File: src/rtl/instruction_fetch.sv
// Single-outstanding instruction fetch stage: issues word-aligned reads at the PC,
// registers returned words for decode, and squashes stale responses after a redirect.
module instruction_fetch #(
  parameter logic [31:0] RESET_PC = 32'h0000_0000
) (
  input  logic        clk,
  input  logic        rst,
  input  logic        redirect_valid,
  input  logic [31:0] redirect_pc,
  output logic        imem_req_valid,
  output logic [31:0] imem_req_addr,
  input  logic        imem_req_ready,
  input  logic        imem_resp_valid,
  input  logic [31:0] imem_resp_data,
  output logic [31:0] instruction,
  output logic [31:0] instr_pc,
  output logic        instr_valid,
  input  logic        instr_ready
);

  localparam logic [31:0] Nop = 32'h0000_0013;

  typedef enum logic [0:0] {
    StReq,
    StWait
  } state_e;

  state_e      state_q, state_d;
  logic [31:0] pc_q, pc_d;
  logic [31:0] instr_q, instr_d;
  logic [31:0] instr_pc_q, instr_pc_d;
  logic        instr_valid_q, instr_valid_d;
  logic        discard_q, discard_d;

  logic [31:0] redirect_target;
  logic        req_fire;

  // Masking keeps every redirect_pc bit in use while forcing word alignment.
  assign redirect_target = redirect_pc & 32'hFFFF_FFFC;

  // A new request only goes out when the output register is free or draining this cycle.
  assign imem_req_valid = !rst && (state_q == StReq) && !redirect_valid &&
                          (!instr_valid_q || instr_ready);
  assign imem_req_addr  = pc_q;
  assign req_fire       = imem_req_valid && imem_req_ready;

  assign instruction = instr_q;
  assign instr_pc    = instr_pc_q;
  assign instr_valid = instr_valid_q;

  always_comb begin
    state_d       = state_q;
    pc_d          = pc_q;
    instr_d       = instr_q;
    instr_pc_d    = instr_pc_q;
    discard_d     = discard_q;
    instr_valid_d = instr_valid_q && !instr_ready;

    unique case (state_q)
      StReq: begin
        if (redirect_valid) begin
          pc_d          = redirect_target;
          instr_valid_d = 1'b0;
        end else if (req_fire) begin
          state_d = StWait;
        end
      end
      StWait: begin
        if (redirect_valid) begin
          pc_d          = redirect_target;
          instr_valid_d = 1'b0;
          if (imem_resp_valid) begin
            // The in-flight response is the one being squashed, so nothing stays stale.
            state_d   = StReq;
            discard_d = 1'b0;
          end else begin
            discard_d = 1'b1;
          end
        end else if (imem_resp_valid) begin
          state_d = StReq;
          if (discard_q) begin
            discard_d = 1'b0;
          end else begin
            instr_d       = imem_resp_data;
            instr_pc_d    = pc_q;
            instr_valid_d = 1'b1;
            pc_d          = pc_q + 32'd4;
          end
        end
      end
      default: state_d = StReq;
    endcase
  end

  always_ff @(posedge clk) begin
    if (rst) begin
      state_q       <= StReq;
      pc_q          <= RESET_PC;
      instr_q       <= Nop;
      instr_pc_q    <= 32'h0000_0000;
      instr_valid_q <= 1'b0;
      discard_q     <= 1'b0;
    end else begin
      state_q       <= state_d;
      pc_q          <= pc_d;
      instr_q       <= instr_d;
      instr_pc_q    <= instr_pc_d;
      instr_valid_q <= instr_valid_d;
      discard_q     <= discard_d;
    end
  end

endmodule

File: config.mk
export PLATFORM = sky130hd
export DESIGN_NAME = instruction_fetch
export DESIGN_NICKNAME = d
export VERILOG_FILES = /design/src/rtl/instruction_fetch.sv
export SDC_FILE = /design/constraint.sdc
export NUM_CORES = 1
export LEC_CHECK = 0
export CELL_PAD_IN_SITES_DETAIL_PLACEMENT = 0
export CELL_PAD_IN_SITES_GLOBAL_PLACEMENT = 2
export CORE_AREA = 2 2 137 139
export DETAILED_ROUTE_END_ITERATION = 6
export DIE_AREA = 0 0 139 141
export HOLD_SLACK_MARGIN = 0.08
export PLACE_DENSITY = 0.82
export RECOVER_POWER = 50
export SETUP_SLACK_MARGIN = 0.02
export SYNTH_ARGS = -nofsm -noshare
export SYNTH_HDL_FRONTEND = slang
export SYNTH_SLANG_ARGS = --single-unit
File: constraint.sdc
create_clock -name clk -period 2.4 [get_ports clk]
set_input_delay 0.48 -clock clk [delete_from_list [all_inputs] [get_ports clk]]
set_output_delay 0.48 -clock clk [all_outputs]
set_load 0.02 [all_outputs]
==> results of run 1 <==
[layout by cell type (no fill, tap or decap), types with 3 or more instances in the layout]
master	synthesis	routed
sky130_fd_sc_hd__o22ai_1	5	5
sky130_fd_sc_hd__a21oi_1	77	77
sky130_fd_sc_hd__a22oi_1	12	12
sky130_fd_sc_hd__nand2b_1	6	6
sky130_fd_sc_hd__clkbuf_16	0	9
sky130_fd_sc_hd__nand2_1	150	150
sky130_fd_sc_hd__nand4_1	7	7
sky130_fd_sc_hd__nor2_1	37	36
sky130_fd_sc_hd__a211oi_1	4	4
sky130_fd_sc_hd__buf_12	0	5
sky130_fd_sc_hd__a2bb2oi_1	3	3
sky130_fd_sc_hd__or3_1	5	5
sky130_fd_sc_hd__conb_1	1	4
sky130_fd_sc_hd__a31oi_1	4	4
sky130_fd_sc_hd__o21ai_0	10	10
sky130_fd_sc_hd__dfxtp_1	95	95
sky130_fd_sc_hd__nand3b_1	5	5
sky130_fd_sc_hd__inv_1	5	5
sky130_fd_sc_hd__nor4_1	4	4
sky130_fd_sc_hd__or4_1	4	4
sky130_fd_sc_hd__nand3_1	13	13
sky130_fd_sc_hd__dlygate4sd3_1	0	29
sky130_fd_sc_hd__nor3_1	7	7
sky130_fd_sc_hd__clkdlybuf4s50_1	0	130
sky130_fd_sc_hd__buf_4	4	35
sky130_fd_sc_hd__nand3_2	3	3
sky130_fd_sc_hd__clkinvlp_4	0	3
sky130_fd_sc_hd__mux2i_1	5	5
[final timing paths]
check / slack, ns / end / start / depth (start not counted)
max reg2reg: 0.20 / imem_req_addr[19] / imem_req_addr[3] / 6
min reg2reg: 0.45 / instruction[26] / instruction[26] / 2
min: 0.45 / instruction[26] / instruction[26] / 2
max: 0.20 / imem_req_addr[11] / rst / 5
[sequential cells by signal, indices dropped and copies added, names as in the netlist]
signal and cells:
instr_pc 30, state_q 1, instruction 32, instr_valid 1
imem_req_addr 30, discard_q 1
[kinds of logic (layout without fill, tap and decap cells)]
kind of cell | after synthesis | in the layout | share of synthesized area (%)
AOI/OAI and AO/OA | 135 | 135 | 18.9
xor gates and xnor gates | 2 | 2 | 0.408
adders and majority gates | 1 | 1 | 0.291
buffers and inverters | 49 | 223 | 5.89
DFF | 95 | 95 | 44.3
muxes | 8 | 8 | 1.95
other | 1 | 4 | 0.0873
and+or+nand+nor | 258 | 258 | 28.2
[worst min-delay path, delay by kind of cell, from the launching register on]
kind,cells,cell delay (ns)
compound gates,1,0.05
flops,1,0.31
simple gates,1,0.05
[cell type report]
| class | instances | area, sq um | share of cell area (%) |
|---|---|---|---|
| timing repair buffer | 202 | 1980 | 29.8 |
| inverter | 5 | 18.8 | 0.283 |
| multi-input combinational | 408 | 2160 | 32.5 |
| tap | 234 | 293 | 4.41 |
| clock buffer | 11 | 253 | 3.81 |
| sequential | 95 | 1900 | 28.7 |
| clock inverter | 5 | 32.5 | 0.490 |
[synthesized netlist by cell type (6+ instances only)]
cell,n,area share [%]
sky130_fd_sc_hd__nand2_1,150,13
sky130_fd_sc_hd__dfxtp_1,95,44
sky130_fd_sc_hd__a21oi_1,77,9.0
sky130_fd_sc_hd__nor2_1,37,3.2
sky130_fd_sc_hd__clkbuf_1,33,2.9
sky130_fd_sc_hd__nand3_1,13,1.5
sky130_fd_sc_hd__a22oi_1,12,2.1
sky130_fd_sc_hd__o21ai_0,10,1.2
sky130_fd_sc_hd__nand4_1,7,1.0
sky130_fd_sc_hd__nor3_1,7,0.82
sky130_fd_sc_hd__nand2b_1,6,0.87
[routing by layer]
layer / part of all wire [%] / global-route usage (%)
met4: 1.5 / 4.36
met5: 0 / 0
met1: 45 / 19.3
met3: 6.4 / 3.60
met2: 47 / 24.9
[what timing repair did]
action,in CTS,in global routing
endpoints found under the setup margin,1,0
gates resized for setup,1,0
setup buffers,0,0
[power by group]
part	internal (uW)	switching [uW]
combinational	279	267
sequential	1620	51.0
clock	756	632
total	2660	950
[metrics by stage]
step / utilization, % / setup TNS (ns)
floorplan: - / 0
global placement: 34.8 / -0.0545
detailed placement: 34.8 / -0.0911
CTS: 36.3 / 0
global route: 36.3 / 0
finish: 36.3 / 0
==> impl_results.md, run 1 <==
- Status: completed
- Number of antenna violations at the first check in global routing: 0
- Class of the most critical hold timing path: flip-flop to flip-flop
- Yosys cell types: a little over 60
- Number of setup violations in the final report: 0
- Worst vdd rail ir drop: 0.307 mV
- Boundary Pins: roughly 170
- Data required time of the worst path: 2.58 ns
- Number of buffers inserted by port buffering: 161
- Initial DRC count: 257
- Fraction of synthesis flops using an asynchronous set or reset pin: 0%
- Number of nets in the layout: 792
- Number of clock buffers inserted by TritonCTS: 9
- Final weighted congestion in routability-driven placement: between 0.8 and 0.9
- TritonCTS clock tree: done
- Largest incremental delay on the critical path: approximately 0.94 ns
- Slew headroom: 24.2%
- Setup clock skew after layout: 0.00839 ns
- Min cycle time layout: 2.20 ns
- Critical path buffers and inverters: 3
- Via count normalized by instance count: between 4 and 5
- LEAKAGE: 0.00238 uW
- Number of placement rows: 50
- Vertical extent of the die: 141 microns
- Hold violation count in the final report: 0
- Kind of critical path: primary input to flip-flop
- Smallest setup slack after layout: between 0.15 and 0.2 ns
- Smallest hold slack: approximately 0.45 ns
- Total Power Consumption: 3610 uW
- Pin count of the biggest net entering global routing: 65
- Commonest register cell after synthesis: sky130_fd_sc_hd__dfxtp_1
- Data arrival time of the critical path: roughly 2.4 ns
- Number of remaining DRC errors: 0
- Max_cap viols: 0
- Wire length reported by the detailed router: 14.8 mm
- Synthesized instance count: 549
- Area of the mapped netlist: between 0.004 and 0.005 sq mm
- Number of max-slew violations in the final report: 0
- RSZ-0062 raised after global routing: no
- Post-route cell area: 0.00663 sq mm
- Clock latency on the worst-skew pair: about 0.35 ns
- Die Area: just under 0.02 sq mm
- Portion of the post-synthesis area used by sequential elements: 44.3%
- Root buffer cell: sky130_fd_sc_hd__clkbuf_16
- First-pass iteration count of the detailed router: 5
- Endpoint class of the critical path: flip-flop
- Number of placed instances, taps included: about 940
- Aggregate global-route resource usage: 14.9%
- Ant diodes: 0
- Slowest library cell on the worst path: sky130_fd_sc_hd__clkbuf_2
- Area Growth Syn to Fin: 54.5%
- Ratio of final minimum period to clock period: 91.8%
- Wire length of the first global-routing pass: 23.7 mm
- H-Tree Level Count: 3
- Number of enable flip-flop cells after synthesis: 0
- Dpl cell area: about 0.0064 sq mm
- Width of the die: between 100 and 150 microns
- Routed wirelength normalized by instance count: 15.4 microns
- Clock-pin slew on the worst setup and hold paths: 0.07 ns
- Overall via count from detail_route: 4506
- Starting density of the core: 23.5%
- Total gr overflow: 0
- CP startpoint kind: primary input
- Number of register bits inferred by synthesis: 95
- Largest delay contributor family on the critical path: buffers and inverters
- Via count of the first global-routing pass: 4446
- P per Cell Area: ~540 mW/mm^2
- Area of the core: 0.0183 sq mm
- Total of fill cells in the finished design: around 1900
- Buffer levels on the longest clock path: 2
- Share of post-route cells with drive strength above 1: a little over a tenth
- Post-placement setup slack: -0.0610 ns
- Actual transition at the worst max-transition pin: 1.14 ns
- Post-route ant nets: 0
- Post-detail-place hpwl: 10.5 mm
- TritonCTS Sinks: 95
- Max Clk Rate: 454 MHz
- Mean cell area of the mapped netlist: just under 8 sq um
- Cell chain of the critical path: buf_4 -> clkbuf_4 -> clkbuf_2 -> nand2b_1 -> o32ai_1
- Hold-fix buffer count after cts: 0
- Synth Warn #: 0
- Critical path fanouts, max: 53
- Filler-free cell count of the finished design: 960
Note: power is estimated with default switching activity, not from simulation.
==> run 2, diff against run 1 <==
CAP_MARGIN = 25   (was not set)
SETUP_SLACK_MARGIN = 0.15   (was 0.02)
==> impl_results.md, run 2 (synthesized netlist as in run 1, its figures left out) <==
- Status: completed
- Number of placed instances, taps included: 944 (unchanged)
- GRT met3 Usage: 3.60% (unchanged)
- Area of the core: 0.0183 sq mm (unchanged)
- Wire length of the first global-routing pass: 23.7 mm (unchanged)
- Via count normalized by instance count: 4.70 (about the same)
- Die Area: 0.0196 sq mm (unchanged)
- Root buffer cell: sky130_fd_sc_hd__clkbuf_16
- Final core utilization: 36.3% (about the same)
- Vertical extent of the die: 141 microns (unchanged)
- Total gr overflow: 0 (unchanged)
- Critical path fanouts, max: 53 (unchanged)
- Gates resized, CTS repair: 1 (unchanged)
- First-pass iteration count of the detailed router: 4 (-1)
- Via count of the first global-routing pass: 4446 (unchanged)
- Hold violation count in the final report: 0 (unchanged)
- Worst vdd rail ir drop: 0.306 mV (-0.13%)
- Max Clk Rate: 458 MHz (+0.86%)
- Pin count of the biggest net entering global routing: 65 (unchanged)
- Width of the die: 139 microns (unchanged)
- Post-route ant nets: 0 (unchanged)
- Sequential cell area: 0.00190 sq mm (about the same)
- Met1 track demand over resource in global routing: 19.3% (unchanged)
- Total of fill cells in the finished design: 1880 (unchanged)
- Final weighted congestion in routability-driven placement: 0.823 (unchanged)
- Number of remaining DRC errors: 0 (unchanged)
- Filler-free cell count of the finished design: 960 (unchanged)
- Setup clock skew after layout: 0.00787 ns (-0.000518 ns)
- Slowest library cell on the worst path: sky130_fd_sc_hd__clkbuf_2
- Min cycle time layout: 2.18 ns (-0.0187 ns)
- Largest incremental delay on the critical path: 0.94 ns (about the same)
- Max_cap viols: 0 (unchanged)
- Cell chain of the critical path: buf_4 -> clkbuf_4 -> clkbuf_2 -> nand2b_1 -> o32ai_1
- Global Route met2 Usage: 24.9% (unchanged)
- Clock-pin slew on the worst setup and hold paths: 0.07 ns (about the same)
- Slew headroom: 25.1% (+0.88 points)
- H-Tree Level Count: 3 (unchanged)
- Routed wirelength normalized by instance count: 15.5 microns (+0.41%)
- Data required time of the worst path: 2.58 ns (about the same)
- Kind of critical path: primary input to flip-flop
- Number of clock buffers inserted by TritonCTS: 9 (unchanged)
- Leading cell type in the layout, fill and taps excluded: sky130_fd_sc_hd__nand2_1
- Aggregate global-route resource usage: 14.9% (unchanged)
- Actual transition at the worst max-transition pin: 1.12 ns (-0.0132 ns)
- Share of post-route cells with drive strength above 1: 10.6% (+0.14 points)
- Number of setup violations in the final report: 0 (unchanged)
- Data arrival time of the critical path: 2.36 ns (-0.02 ns)
- Dpl cell area: 0.00635 sq mm (unchanged)
- Number of placement rows: 50 (unchanged)
- Post-detail-place hpwl: 10.5 mm (unchanged)
- Number of antenna violations at the first check in global routing: 0 (unchanged)
- Buffer levels on the longest clock path: 2 (unchanged)
- Area Growth Syn to Fin: 54.5% (about the same)
- P per Cell Area: 544 mW/mm^2 (about the same)
- Largest register FFs: 32 (unchanged)
- RSZ-0062 raised after global routing: no
- Setup repair bufs after CTS: 0 (unchanged)
- Ant diodes: 0 (unchanged)
- Number of max-slew violations in the final report: 0 (unchanged)
- Wire length reported by the detailed router: 14.9 mm (+0.41%)
- Smallest hold slack: 0.452 ns (+0.000615 ns)
- Post-route cell area: 0.00663 sq mm (about the same)
- Number of nets in the layout: 792 (unchanged)
- Commonest non-fill, non-tap cells in the layout: sky130_fd_sc_hd__nand2_1, sky130_fd_sc_hd__clkdlybuf4s50_1, sky130_fd_sc_hd__dfxtp_1
- Endpoint class of the critical path: flip-flop
- Ratio of final minimum period to clock period: 91.0% (-0.78 points)
- Overall via count from detail_route: 4508 (+0.044%)
- CP startpoint kind: primary input
- Boundary Pins: 168 (unchanged)
- Critical path buffers and inverters: 3 (unchanged)
- Smallest setup slack after layout: 0.215 ns (+0.0187 ns)
- Starting density of the core: 23.5% (unchanged)
- Largest delay contributor family on the critical path: buffers and inverters
- Total area of multi-input combinational cells: 0.00216 sq mm (unchanged)
- Clock latency on the worst-skew pair: 0.34 ns (about the same)
- TritonCTS clock tree: done
- Number of buffers inserted by port buffering: 161 (unchanged)
- Class of the most critical hold timing path: flip-flop to flip-flop
- GRT busiest layer: met2
- LEAKAGE: 0.00238 uW (about the same)
- Initial DRC count: 263 (+2.3%)
- TritonCTS Sinks: 95 (unchanged)
- Post-placement setup slack: -0.0610 ns (unchanged)
- Hold-fix buffer count after cts: 0 (unchanged)
-- run 2: final timing paths --
path	start	slack, ns	depth (start not counted)	end
max	rst	0.22	5	imem_req_addr[11]
min	instruction[19]	0.45	2	instruction[19]
max reg2reg	imem_req_addr[2]	0.24	6	imem_req_addr[19]
min reg2reg	instruction[19]	0.45	2	instruction[19]
-- run 2: final cells by class --
type                            count  area share [%]
Tap cell                          234            4.41
Inverter                            5           0.283
Multi-Input combinational cell    408            32.5
Timing Repair Buffer              202            29.8
Clock buffer                       11            3.81
Sequential cell                    95            28.7
Clock inverter                      5           0.490
-- run 2: worst reg2reg max path: stages (launching register included) --
cell and delay [ns]:
sky130_fd_sc_hd__dfxtp_1 0.41, sky130_fd_sc_hd__nand2_1 0.15, sky130_fd_sc_hd__or4_1 0.50, sky130_fd_sc_hd__buf_4 0.20
sky130_fd_sc_hd__nor4_1 0.29, sky130_fd_sc_hd__mux2_1 0.36, sky130_fd_sc_hd__a21o_1 0.15
-- run 2: layer usage --
layer	up-vias	share of wire (%)
met2	144	47
met4	0	1.5
met3	15	5.7
li1	2238	-
met5	-	0
met1	2111	46
-- run 2: per-stage QoR --
step	TNS (ns)	power [uW]
final	0	3610
after detailed placement	-0.0911	2260
after global placement	-0.0545	2250
after global routing	0	3780
after floorplan	0	1950
after CTS	0	3680
-- run 2: report_power, final --
part / switching [uW] / leakage, uW / internal [uW] / total, uW
combinational: 269 / 0.00148 / 279 / 547
sequential: 51.1 / 0.000773 / 1620 / 1670
clock: 631 / 0.000134 / 756 / 1390
==> run 3, diff against run 2 <==
CTS_BUF_LIST = sky130_fd_sc_hd__clkbuf_16   (was not set)
HOLD_SLACK_MARGIN = 0.05   (was 0.08)
==> impl_results.md, run 3 (synthesized netlist as in run 1, its figures left out) <==
- CP startpoint kind: primary input
- Vertical extent of the die: 141 microns (unchanged)
- Boundary Pins: 168 (unchanged)
- Post-detail-place hpwl: 10.5 mm (unchanged)
- Hold violation count in the final report: 0 (unchanged)
- Number of nets in the layout: 792 (unchanged)
- Worst reg2reg endpoint: imem_req_addr[19]
- RSZ-0062 raised after global routing: no
- Ratio of final minimum period to clock period: 91.0% (about the same)
- Overall via count from detail_route: 4513 (+0.11%)
- Status: completed
- Post-route ant nets: 0 (unchanged)
- Total internal power: 2590 uW (-2.4%)
- Flop pwr share: 47.3% (+0.9 points)
- Number of setup violations in the final report: 0 (unchanged)
- Hold-fix buffer count after cts: 0 (unchanged)
- Endpoint class of the critical path: flip-flop
- Wire length of the first global-routing pass: 23.7 mm (unchanged)
- Kind of critical path: primary input to flip-flop
- First-pass iteration count of the detailed router: 4 (unchanged)
- Clk network pwr share: 37.2% (-1.2 points)
- TritonCTS clock tree: done
- Number of antenna violations at the first check in global routing: 0 (unchanged)
- Number of clock buffers inserted by TritonCTS: 9 (unchanged)
- TritonCTS Sinks: 95 (unchanged)
- Clock-pin slew on the worst setup and hold paths: 0.06 ns (about the same)
- Leading cell type in the layout, fill and taps excluded: sky130_fd_sc_hd__nand2_1
- P per Cell Area: 535 mW/mm^2 (-1.6%)
- LEAKAGE: 0.00238 uW (-0.20%)
- Final core utilization: 36.2% (-0.11 points)
- Largest register FFs: 32 (unchanged)
- Number of remaining DRC errors: 0 (unchanged)
- Die Area: 0.0196 sq mm (unchanged)
- Depth of the worst register-to-register path: 6 (unchanged)
- Actual transition at the worst max-transition pin: 1.12 ns (-0.00130 ns)
- Data required time of the worst path: 2.58 ns (about the same)
- Number of buffers inserted by port buffering: 161 (unchanged)
- Depth of the worst hold-timing path: 2 (unchanged)
- Net switching fraction of the power: 26.7% (+0.38 points)
- Area Growth Syn to Fin: 54.0%
- Startpoint of the lowest-slack hold path: instruction[18]
- Slew headroom: 25.2% (+0.087 points)
- Share of power burned in combinational logic: 15.5% (+0.3 points)
- Starting density of the core: 23.5% (unchanged)
- Post-placement setup slack: -0.0610 ns (unchanged)
- Aggregate global-route resource usage: 14.9% (unchanged)
- Area of the core: 0.0183 sq mm (unchanged)
- Class of the most critical hold timing path: flip-flop to flip-flop
- Critical path fanouts, max: 53 (unchanged)
- Final weighted congestion in routability-driven placement: 0.823 (unchanged)
- Via count of the first global-routing pass: 4446 (unchanged)
- Routed wirelength normalized by instance count: 15.5 microns (-0.17%)
- Initial DRC count: 260 (-1.1%)
- Width of the die: 139 microns (unchanged)
- Setup clock skew after layout: 0.00792 ns (+0.0000532 ns)
- Number of placement rows: 50 (unchanged)
- Worst-case hold path end point: instruction[18]
- Number of max-slew violations in the final report: 0 (unchanged)
- H-Tree Level Count: 3 (unchanged)
- Wire length reported by the detailed router: 14.9 mm (-0.17%)
- Worst flop-to-flop path startpoint: imem_req_addr[2]
- Commonest non-fill, non-tap cells in the layout: sky130_fd_sc_hd__nand2_1, sky130_fd_sc_hd__clkdlybuf4s50_1, sky130_fd_sc_hd__dfxtp_1
- Smallest setup slack after layout: 0.215 ns (-0.0000830 ns)
- Via count normalized by instance count: 4.70 (+0.11%)
- Min cycle time layout: 2.18 ns (+0.0000830 ns)
- Clock latency on the worst-skew pair: 0.34 ns (about the same)
- Pin count of the biggest net entering global routing: 65 (unchanged)
- Buffer levels on the longest clock path: 2 (unchanged)
- Ant diodes: 0 (unchanged)
- Share of post-route cells with drive strength above 1: 10.3% (-0.28 points)
- Data arrival time of the critical path: 2.36 ns (about the same)
- Root buffer cell: sky130_fd_sc_hd__clkbuf_16
- Total gr overflow: 0 (unchanged)
- Register-to-Register Setup Slack: 0.24 ns (about the same)
- Worst vdd rail ir drop: 0.306 mV (-0.12%)
- Max Clk Rate: 458 MHz (about the same)
- Max_cap viols: 0 (unchanged)
- Switching power total: 946 uW (-0.50%)
==> run 3: cell count changes in the layout (fill, tap and decap cells not counted), sizes merged <==
cell    previous run  this run
clkinv             2         4
clkbuf            13        11
==> run 3: stage by stage <==
stage	TNS [ns]	power, uW	cells	area (sq um)	hold slack (ns)
5_1_grt	0	3710	960	6610	0.469
6_report	0	3540	960	6610	0.451
3_5_place_dp	-0.0911	2260	944	6350	0.447
2_1_floorplan	0	1950	552	4310	0.495
4_1_cts	0	3610	960	6620	0.456
3_3_place_gp	-0.0545	2250	944	6350	0.441
==> run 3: worst max-delay path, cell delays in order <==
cell and delay, ns:
sky130_fd_sc_hd__buf_4 0.11, sky130_fd_sc_hd__clkbuf_4 0.49, sky130_fd_sc_hd__clkbuf_2 0.94, sky130_fd_sc_hd__nand2b_1 0.22
sky130_fd_sc_hd__o32ai_1 0.08
==> run 3: worst max-delay path by stage <==
stage | slack, ns | endpoint | cells past startpoint | start
after global routing | 0.08 | imem_req_addr[11] | 5 | rst
after CTS | 0.19 | imem_req_addr[19] | 6 | imem_req_addr[3]
after detailed placement | -0.06 | imem_req_addr[27] | 7 | imem_resp_valid
final | 0.22 | imem_req_addr[11] | 5 | rst
after global placement | -0.05 | imem_req_addr[27] | 7 | imem_resp_valid
after floorplan | 0.19 | imem_req_addr[19] | 6 | imem_req_addr[7]
==> run 3: per-layer routing <==
metal	global-route usage, %	up-vias	wire length, microns
met5	0	-	0
met4	4.36	0	221
met3	3.60	15	972
met2	24.9	154	6980
met1	19.3	2107	6680
li1	-	2237	-
==> run 3: area by class of cell <==
type	count	area (sq um)
Clock buffer	9	225
Clock inverter	7	40.0
Fill cell	1885	11700
Inverter	5	18.8
Multi-Input combinational cell	408	2160
Sequential cell	95	1900
Tap cell	234	293
Timing Repair Buffer	202	1980
==> run 3: repair_timing <==
action,CTS,global route
gates resized for setup,1,1
buffers inserted,0,0
gates cloned,0,0
endpoints found under the setup margin,1,3
==> run 3: power by group through the flow <==
stage	sequential, uW	combinational, uW	clock, uW
floorplan	1760	186	0
global placement	1710	547	0
global route	1680	589	1440
CTS	1670	554	1390
finish	1670	547	1320
detailed placement	1710	552	0
